$ cat src/rtl/ex_stage_unit.sv
`timescale 1ns/1ps
// ---------------------------------------------------------------------------
// ex_stage_unit
//
// Execute stage of the pipeline. It takes the ID/EX register outputs and
// produces the registered EX/MEM payload. It contains:
//   - a single-cycle ALU (add/sub/logic/compare/shift/LUI, MFHI/MFLO),
//   - branch resolution (taken flag + target, registered with the payload),
//   - a multi-cycle MULTU/DIVU engine (shift-add / restoring divide) that
//     owns the HI/LO registers and asks IF/ID and ID/EX to hold via stall.
// All state changes on the falling edge of clk. reset is asynchronous and
// active-low.
//
// Ports
//   clk            pipeline clock (falling-edge active)
//   reset          async reset, asserted low
//   flush          kill: EX/MEM gets a bubble, multi-cycle op aborted
//   RegWriteIn, MemReadIn, MemWriteIn   control fields from ID/EX
//   ALUOp[3:0]     operation select
//   NotEqual, IsBranch                  branch control from ID/EX
//   ALUVal1, ALUVal2, readReg2, branchAddr  operands, store data, target
//   dest[4:0]      destination register
//   RegWrite, MemRead, MemWrite         registered EX/MEM control
//   ALUResult, storeData                registered result / store data
//   destOut[4:0]   registered destination
//   branchTaken, branchTarget           registered branch outcome
//   stall          combinational hold request for IF/ID and ID/EX
//   busy           multi-cycle engine active
// ---------------------------------------------------------------------------
module ex_stage_unit #(
    parameter int WIDTH = 32,
    parameter int ITER  = 32
) (
    input  logic             clk,
    input  logic             reset,
    input  logic             flush,
    input  logic             RegWriteIn,
    input  logic             MemReadIn,
    input  logic             MemWriteIn,
    input  logic [3:0]       ALUOp,
    input  logic             NotEqual,
    input  logic             IsBranch,
    input  logic [WIDTH-1:0] ALUVal1,
    input  logic [WIDTH-1:0] ALUVal2,
    input  logic [WIDTH-1:0] readReg2,
    input  logic [WIDTH-1:0] branchAddr,
    input  logic [4:0]       dest,
    output logic             RegWrite,
    output logic             MemRead,
    output logic             MemWrite,
    output logic [WIDTH-1:0] ALUResult,
    output logic [WIDTH-1:0] storeData,
    output logic [4:0]       destOut,
    output logic             branchTaken,
    output logic [WIDTH-1:0] branchTarget,
    output logic             stall,
    output logic             busy
);

    localparam int SHW = $clog2(WIDTH);
    localparam int CW  = (ITER > 1) ? $clog2(ITER) : 1;

    localparam logic [3:0] OP_ADD   = 4'd0;
    localparam logic [3:0] OP_SUB   = 4'd1;
    localparam logic [3:0] OP_AND   = 4'd2;
    localparam logic [3:0] OP_OR    = 4'd3;
    localparam logic [3:0] OP_XOR   = 4'd4;
    localparam logic [3:0] OP_NOR   = 4'd5;
    localparam logic [3:0] OP_SLT   = 4'd6;
    localparam logic [3:0] OP_SLTU  = 4'd7;
    localparam logic [3:0] OP_SLL   = 4'd8;
    localparam logic [3:0] OP_SRL   = 4'd9;
    localparam logic [3:0] OP_SRA   = 4'd10;
    localparam logic [3:0] OP_LUI   = 4'd11;
    localparam logic [3:0] OP_MULTU = 4'd12;
    localparam logic [3:0] OP_DIVU  = 4'd13;
    localparam logic [3:0] OP_MFHI  = 4'd14;
    localparam logic [3:0] OP_MFLO  = 4'd15;

    typedef enum logic [1:0] {
        S_IDLE = 2'd0,
        S_RUN  = 2'd1,
        S_DONE = 2'd2
    } state_t;

    state_t r_state;
    state_t w_state_next;
    logic   w_stall;

    // Architectural HI/LO and the engine's working registers. The working
    // copy is only committed on the DONE edge, so an aborted op never
    // disturbs HI/LO.
    logic [WIDTH-1:0] r_hi;
    logic [WIDTH-1:0] r_lo;
    logic [WIDTH-1:0] r_work_hi;
    logic [WIDTH-1:0] r_work_lo;
    logic [WIDTH-1:0] r_divisor;
    logic             r_is_div;
    logic [CW-1:0]    r_cnt;

    // EX/MEM payload registers
    logic             r_reg_write;
    logic             r_mem_read;
    logic             r_mem_write;
    logic [WIDTH-1:0] r_alu_result;
    logic [WIDTH-1:0] r_store_data;
    logic [4:0]       r_dest;
    logic             r_branch_taken;
    logic [WIDTH-1:0] r_branch_target;

    logic             w_is_mdu;
    logic             w_bubble;
    logic [SHW-1:0]   w_shamt;
    logic [WIDTH-1:0] w_alu_result;
    logic             w_branch_taken;

    logic [WIDTH:0]   w_mul_sum;
    logic [WIDTH:0]   w_div_shift;
    logic [WIDTH-1:0] w_div_diff;
    logic             w_div_ge;
    logic [WIDTH-1:0] w_work_hi_next;
    logic [WIDTH-1:0] w_work_lo_next;

    assign w_is_mdu = (ALUOp == OP_MULTU) || (ALUOp == OP_DIVU);
    assign w_shamt  = ALUVal1[SHW-1:0];

    // ---------------- FSM: state register ----------------
    always_ff @(negedge clk or negedge reset) begin
        if (!reset) begin
            r_state <= S_IDLE;
        end else begin
            r_state <= w_state_next;
        end
    end

    // ---------------- FSM: next state / stall ----------------
    always_comb begin
        w_state_next = r_state;
        w_stall      = 1'b0;
        case (r_state)
            S_IDLE: begin
                if (w_is_mdu && !flush) begin
                    w_state_next = S_RUN;
                    w_stall      = 1'b1;
                end
            end
            S_RUN: begin
                if (flush) begin
                    w_state_next = S_IDLE;
                end else begin
                    w_stall = 1'b1;
                    if (r_cnt == CW'(ITER - 1)) begin
                        w_state_next = S_DONE;
                    end
                end
            end
            S_DONE: begin
                w_state_next = S_IDLE;
            end
            default: begin
                w_state_next = S_IDLE;
            end
        endcase
    end

    // stall is forced low while reset is held so nothing upstream freezes.
    assign stall = reset & w_stall;
    assign busy  = (r_state != S_IDLE);

    // ---------------- Single-cycle ALU ----------------
    always_comb begin
        w_alu_result = '0;
        case (ALUOp)
            OP_ADD:  w_alu_result = ALUVal1 + ALUVal2;
            OP_SUB:  w_alu_result = ALUVal1 - ALUVal2;
            OP_AND:  w_alu_result = ALUVal1 & ALUVal2;
            OP_OR:   w_alu_result = ALUVal1 | ALUVal2;
            OP_XOR:  w_alu_result = ALUVal1 ^ ALUVal2;
            OP_NOR:  w_alu_result = ~(ALUVal1 | ALUVal2);
            OP_SLT:  w_alu_result = {{(WIDTH-1){1'b0}}, ($signed(ALUVal1) < $signed(ALUVal2))};
            OP_SLTU: w_alu_result = {{(WIDTH-1){1'b0}}, (ALUVal1 < ALUVal2)};
            OP_SLL:  w_alu_result = ALUVal2 << w_shamt;
            OP_SRL:  w_alu_result = ALUVal2 >> w_shamt;
            OP_SRA:  w_alu_result = $unsigned($signed(ALUVal2) >>> w_shamt);
            OP_LUI:  w_alu_result = ALUVal2 << 16;
            OP_MFHI: w_alu_result = r_hi;
            OP_MFLO: w_alu_result = r_lo;
            default: w_alu_result = '0;
        endcase
    end

    assign w_branch_taken = IsBranch & ((ALUVal1 == ALUVal2) ^ NotEqual);

    // Anything other than a single-cycle op issued from IDLE is a bubble.
    assign w_bubble = flush || (r_state != S_IDLE) || w_is_mdu;

    // ---------------- MULTU / DIVU step ----------------
    // MULTU: {work_hi, work_lo} starts as {0, multiplier}; each step adds
    // the multiplicand when the low bit is set and shifts the 65-bit
    // pair right. DIVU: work_lo holds the dividend and fills with quotient
    // bits from the right, work_hi is the partial remainder. With a zero
    // divisor every step "succeeds", giving LO = all ones, HI = dividend.
    assign w_mul_sum   = {1'b0, r_work_hi} + (r_work_lo[0] ? {1'b0, r_divisor} : '0);
    assign w_div_shift = {r_work_hi, r_work_lo[WIDTH-1]};
    assign w_div_ge    = (w_div_shift >= {1'b0, r_divisor});
    // The true difference is below the divisor whenever it is used, so
    // WIDTH bits are enough.
    assign w_div_diff  = w_div_shift[WIDTH-1:0] - r_divisor;

    always_comb begin
        w_work_hi_next = r_work_hi;
        w_work_lo_next = r_work_lo;
        if (r_is_div) begin
            w_work_hi_next = w_div_ge ? w_div_diff : w_div_shift[WIDTH-1:0];
            w_work_lo_next = {r_work_lo[WIDTH-2:0], w_div_ge};
        end else begin
            w_work_hi_next = w_mul_sum[WIDTH:1];
            w_work_lo_next = {w_mul_sum[0], r_work_lo[WIDTH-1:1]};
        end
    end

    // ---------------- Engine datapath and HI/LO ----------------
    always_ff @(negedge clk or negedge reset) begin
        if (!reset) begin
            r_hi      <= '0;
            r_lo      <= '0;
            r_work_hi <= '0;
            r_work_lo <= '0;
            r_divisor <= '0;
            r_is_div  <= 1'b0;
            r_cnt     <= '0;
        end else if (!flush) begin
            case (r_state)
                S_IDLE: begin
                    if (w_is_mdu) begin
                        r_work_hi <= '0;
                        r_work_lo <= ALUVal1;
                        r_divisor <= ALUVal2;
                        r_is_div  <= (ALUOp == OP_DIVU);
                        r_cnt     <= '0;
                    end
                end
                S_RUN: begin
                    r_work_hi <= w_work_hi_next;
                    r_work_lo <= w_work_lo_next;
                    r_cnt     <= r_cnt + 1'b1;
                end
                S_DONE: begin
                    r_hi <= r_work_hi;
                    r_lo <= r_work_lo;
                end
                default: begin
                    r_cnt <= '0;
                end
            endcase
        end
    end

    // ---------------- EX/MEM payload ----------------
    always_ff @(negedge clk or negedge reset) begin
        if (!reset) begin
            r_reg_write     <= 1'b0;
            r_mem_read      <= 1'b0;
            r_mem_write     <= 1'b0;
            r_alu_result    <= '0;
            r_store_data    <= '0;
            r_dest          <= '0;
            r_branch_taken  <= 1'b0;
            r_branch_target <= '0;
        end else if (w_bubble) begin
            r_reg_write     <= 1'b0;
            r_mem_read      <= 1'b0;
            r_mem_write     <= 1'b0;
            r_alu_result    <= '0;
            r_store_data    <= '0;
            r_dest          <= '0;
            r_branch_taken  <= 1'b0;
            r_branch_target <= '0;
        end else begin
            r_reg_write     <= RegWriteIn;
            r_mem_read      <= MemReadIn;
            r_mem_write     <= MemWriteIn;
            r_alu_result    <= w_alu_result;
            r_store_data    <= readReg2;
            r_dest          <= dest;
            r_branch_taken  <= w_branch_taken;
            r_branch_target <= branchAddr;
        end
    end

    assign RegWrite     = r_reg_write;
    assign MemRead      = r_mem_read;
    assign MemWrite     = r_mem_write;
    assign ALUResult    = r_alu_result;
    assign storeData    = r_store_data;
    assign destOut      = r_dest;
    assign branchTaken  = r_branch_taken;
    assign branchTarget = r_branch_target;

endmodule

$ cat config.mk
export PLATFORM = sky130hd
export DESIGN_NAME = ex_stage_unit
export DESIGN_NICKNAME = d
export VERILOG_FILES = /design/src/rtl/ex_stage_unit.sv
export SDC_FILE = /design/constraint.sdc
export NUM_CORES = 1
export LEC_CHECK = 0
export CORE_MARGIN = 2
export CORE_UTILIZATION = 59
export DETAILED_ROUTE_END_ITERATION = 8
export PLACE_DENSITY_LB_ADDON = 0.3
export SYNTH_ARGS = -nofsm -noshare
export SYNTH_HDL_FRONTEND = slang
export SYNTH_SLANG_ARGS = --single-unit
$ cat constraint.sdc
create_clock -name clk -period 4.6 [get_ports clk]
set_clock_uncertainty 0.2 [all_clocks]
set_input_delay 0.92 -clock clk [delete_from_list [all_inputs] [get_ports clk]]
set_output_delay 0.92 -clock clk [all_outputs]
set_load 0.1 [all_outputs]
==> impl_metrics.ini, run 1 <==
[status]
status = aborted with a tool error
stop_stage = global routing (5_1_grt)
stop_error = [ERROR GRT-0116] Global routing finished with congestion. Check the congestion regions in the DRC Viewer.

[die]
ioPinCount = 252
fp-row-count = 73
die-height_microns = 205.6
die_x_microns = 205.6
start_util_pct = 60.05

[global_routing]
grt_max_degree = 79
grt_pass1_vias = 40569
grt_pass1_wl_microns = 285200
grt_overflow_total = 1805
gr-usage-all-layers_pct = 90.68

[yosys]
synth.net_count = 3232
avgSynthCellArea_sq_um = 8.226
ys_seq_elements = 273
synth_cells = 2914
synth_seq_area_share_pct = 28.50
synth-edff-count = 0
ys_warn_count = 0
syn_area_sq_mm = 0.02397
yosys_most_used_dff = dfrtn_1
async_flop_share_pct = 100.0
yosysUniqueCellTypes = 94

[placement]
io_buffers = 251
place_congestion = 1.316
hpwlAfterDp_microns = 82510

[clocking]
htree_levels = 1
clockBufferDepth = 3
cts_hold_buf = 0
clock_sinks = 273
cts_made_buffers = 31
root_buffer = clkbuf_16
-- stage by stage --
| stage | instance area [sq um] | setup slack, ns | TNS, ns | instances | utilization [%] |
|---|---|---|---|---|---|
| after detailed placement | 32140 | -2.192 | -250.68 | 4068 | 80.51 |
| after CTS | 36150 | -1.110 | -29.08 | 4221 | 90.56 |
| after floorplan | 24530 | -1.635 | -50.34 | 2914 | - |
| after global placement | 32140 | -2.098 | -240.49 | 4068 | 80.51 |
-- cells in the mapped netlist, types with 27 or more instances --
cell      number  share of area, %
a211oi_1      27              0.85
nand3_1       46              0.96
a22oi_1       59               1.8
ha_1         169               8.8
mux2i_1       85               3.5
nor2_1       275               4.3
inv_1        151               2.4
clkbuf_1     137               2.1
nand2_1      300               4.7
a31oi_1       27              0.70
and2_1        83               2.2
xnor2_1       49               1.8
mux4_2        46               4.3
nor3_1        56               1.2
a21o_1        42               1.3
a21oi_1      223               4.7
mux2_2        81               3.8
dfrtn_1      273                28
nand4_1       33              0.86
o21ai_0      271               5.7
-- logic make-up after synthesis --
kind of cell | Yosys count | share of synthesized area [%]
compound gates | 913 | 24.36
simple gates | 927 | 17.90
mux | 212 | 11.68
buf+inv | 347 | 5.883
xor+xnor | 69 | 2.521
flops | 273 | 28.50
fa+ha+maj | 173 | 9.155
-- layer usage --
layer	overflow	global-route usage (%)
met5	8	60.00
met4	378	94.81
met2	1315	110.4
met1	63	84.84
met3	41	75.28
-- repair_timing --
item	in CTS
gates resized for setup	777
hold endpoints to repair	0
pin swaps	186
gates cloned	7
buffers inserted	99
endpoints found under the setup margin	315
==> inputs of run 2 (changes only) <==
CORE_UTILIZATION = 40   (was 59)
PLACE_DENSITY_LB_ADDON = 0.15   (was 0.3)
==> run 2 against run 1 <==
Effect of this change:
- the flow now finishes, with violations (negative setup slack)
- synthesized cell count unchanged
- area after synthesis unchanged
==> impl_metrics.ini, run 2 <==
[global_routing]
grt_overflow_total = 0
gr-usage-all-layers_pct = 39.36
antenna_found_initial = 8
grt_max_degree = 76
grt_pass1_wl_microns = 183300
grt_pass1_vias = 28027

[yosys]
yosys.area.top_type = dfrtn_1
syn_area_sq_mm = 0.02397
synth_most_common_cell = nand2_1
synth_xor_area_share_pct = 2.521
ys_seq_elements = 273
synth.net_count = 3232
synth_simple_gate_area_share_pct = 17.90
synthTopCellsByCount = nand2_1 (300), nor2_1 (275), dfrtn_1 (273)
synth_cells = 2914
synth_seq_area_share_pct = 28.50
synth_fa_ha_area_share_pct = 9.155
yosys_most_used_dff = dfrtn_1
yosysUniqueCellTypes = 94
async_flop_share_pct = 100.0
avgSynthCellArea_sq_um = 8.226
muxShareOfSynthArea_pct = 11.68
synth_top_cell_area_share_pct = 28.50
ys_warn_count = 0
synth-edff-count = 0
synth_top_family_by_area = compound AO/OA/AOI/OAI gates
synth_compound_area_share_pct = 24.36
synth_area_leaders = dfrtn_1 (28%), ha_1 (8.8%), o21ai_0 (5.7%), nand2_1 (4.7%), a21oi_1 (4.7%)

[cells_and_area]
final_cell_mix = buf_4 (679), dfrtn_1 (273), nand2_1 (244), nor2_1 (228), o21ai_0 (168)
design_area_sq_mm = 0.04016
seq_area_sq_mm = 0.006832
syn_to_final_growth_pct = 67.56
fillers = 4643
final_nets = 4202
multi_input_area_sq_mm = 0.01896
drive_gt1_share_pct = 45.16
final_common_cell = buf_4
fin_util_pct = 67.93

[status]
status = complete, but fails checks
violations = negative setup slack

[power]
irDropWorstVdd_mv = 0.5834
powerDensity_mw_per_mm2 = 345.2
p_leak_nw = 18.11
power_mw = 13.87

[clocking]
clk_pin_slew_ns = 0.05
root_buffer = clkbuf_16
cts_hold_buf = 0
clockBufferDepth = 3
clock_latency_ns = 0.55
cts_made_buffers = 35
htree_levels = 2
clock_sinks = 273
cts_tree = yes

[placement]
post-place-ws_ns = -2.145
place_congestion = 1.093
placed_area_sq_mm = 0.03345
io_buffers = 251
hpwlAfterDp_microns = 96440

[setup_path]
path_class = reg2out
slowest_stage = dfrtn_1
r2r_cells = 14
crit_chain = or2_4 -> buf_6 -> or2_4 -> and2_4 -> buf_12 -> buf_6 -> nor3b_4 -> buf_12
worstPathArrival_ns = 4.57
r2r_start = r_work_lo[0]
worstPathMaxFanout = 2
cp-startpoint = r_state[0]
cp_num_buf_inv = 4
slowest_delay_ns = 0.35
cp.required_ns = 3.48
critical_path_depth = 8
path_delay_family = simple AND/OR/NAND/NOR gates
start_kind = register
endpoint_kind = output port

[die]
core_area_sq_mm = 0.05913
dieArea_sq_mm = 0.06190
die_x_microns = 248.8
start_util_pct = 40.54
ioPinCount = 252
fp-row-count = 89
die-height_microns = 248.8

[sta]
fin_worst_hold_slack_ns = 0.2276
hold_viol = 0
drv_slew = 0
layout_setup_ws_ns = -1.090
max_slew_margin_pct = 48.26
grt_setup_unrepaired = true
setup_viol = 114
tightest_slew_ns = 0.7690

[drt]
first_iter_violations = 3091
drt_pass1_iterations = 6
drc = 0
routedWlPerCell_microns = 27.21
viasPerCell = 6.121
finalWirelength_microns = 127500
vias = 28673
antenna_left = 0

[min_path]
min_path_cells = 2
hold_path.class = reg2reg
worstHoldStart = r_divisor[6]

[run]
cap_viol_max_count = 0
==> run 2: per-stage QoR <==
stage                     setup TNS (ns)  instances
after floorplan                   -50.34       2914
after CTS                         -50.69       4638
after global placement           -290.90       4433
after detailed placement         -293.57       4433
final                             -46.01       4684
after global routing              -50.06       4680
==> run 2: where the power goes <==
| part | leakage, nW | internal (mW) | switching (mW) |
|---|---|---|---|
| clock network | 0.527 | 1.58 | 1.18 |
| logic | 14.0 | 3.36 | 4.53 |
| registers | 3.61 | 2.75 | 0.464 |
==> run 2: final timing paths <==
path | to | slack, ns
worst max-delay path | stall | -1.09
worst min-delay path | r_divisor[6] | 0.23
worst max register to register | r_work_hi[31] | 0.38
worst min register to register | r_divisor[6] | 0.23
max in group asynchronous | branchTarget[21] | 1.28
min in group asynchronous | r_work_lo[30] | 2.18
==> run 2: per-layer routing <==
layer	part of all wire [%]	track usage, %	vias up
met3	9.5	7.889	392
met1	40	51.83	14086
met5	0.018	0	-
met4	7.6	24.61	4
li1	-	-	12540
met2	42	59.30	1651
==> run 2: cell type report <==
cell class              count  share of cell area [%]
clock inverters            16                  0.3987
clock buffers              43                   2.355
well taps                 773                   2.408
repair buffers           1127                   28.91
inverters                 153                   1.688
diodes                      5                 0.03115
flip-flops and latches    273                   17.01
multi-input cells        2294                   47.20
==> run 2: worst min-delay path: cells and delay by family (launching register included) <==
kind	cells	cell delay [ns]
DFF	1	0.40
AOI/OAI and AO/OA	1	0.06
and+or+nand+nor	1	0.04
==> run 2: kinds of logic (layout without fill, tap and decap cells) <==
logic type / Yosys count / after routing
multiplexers: 212 / 212
XOR/XNOR: 69 / 69
buffers and inverters: 347 / 1339
flip-flops: 273 / 273
other: 0 / 5
adder cells (fa/ha/maj): 173 / 173
AND/OR/NAND/NOR: 927 / 927
AO/OA/AOI/OAI: 913 / 913
==> run 2: timing repair <==
item | CTS | global route
setup endpoints to repair | 336 | 320
endpoints found under the hold margin | 0 | 0
gates resized for setup | 957 | 296
cloned | 11 | 9
buffers inserted | 147 | 53
pin swaps | 230 | 133
No activity file was read; power rests on OpenSTA's default activity.
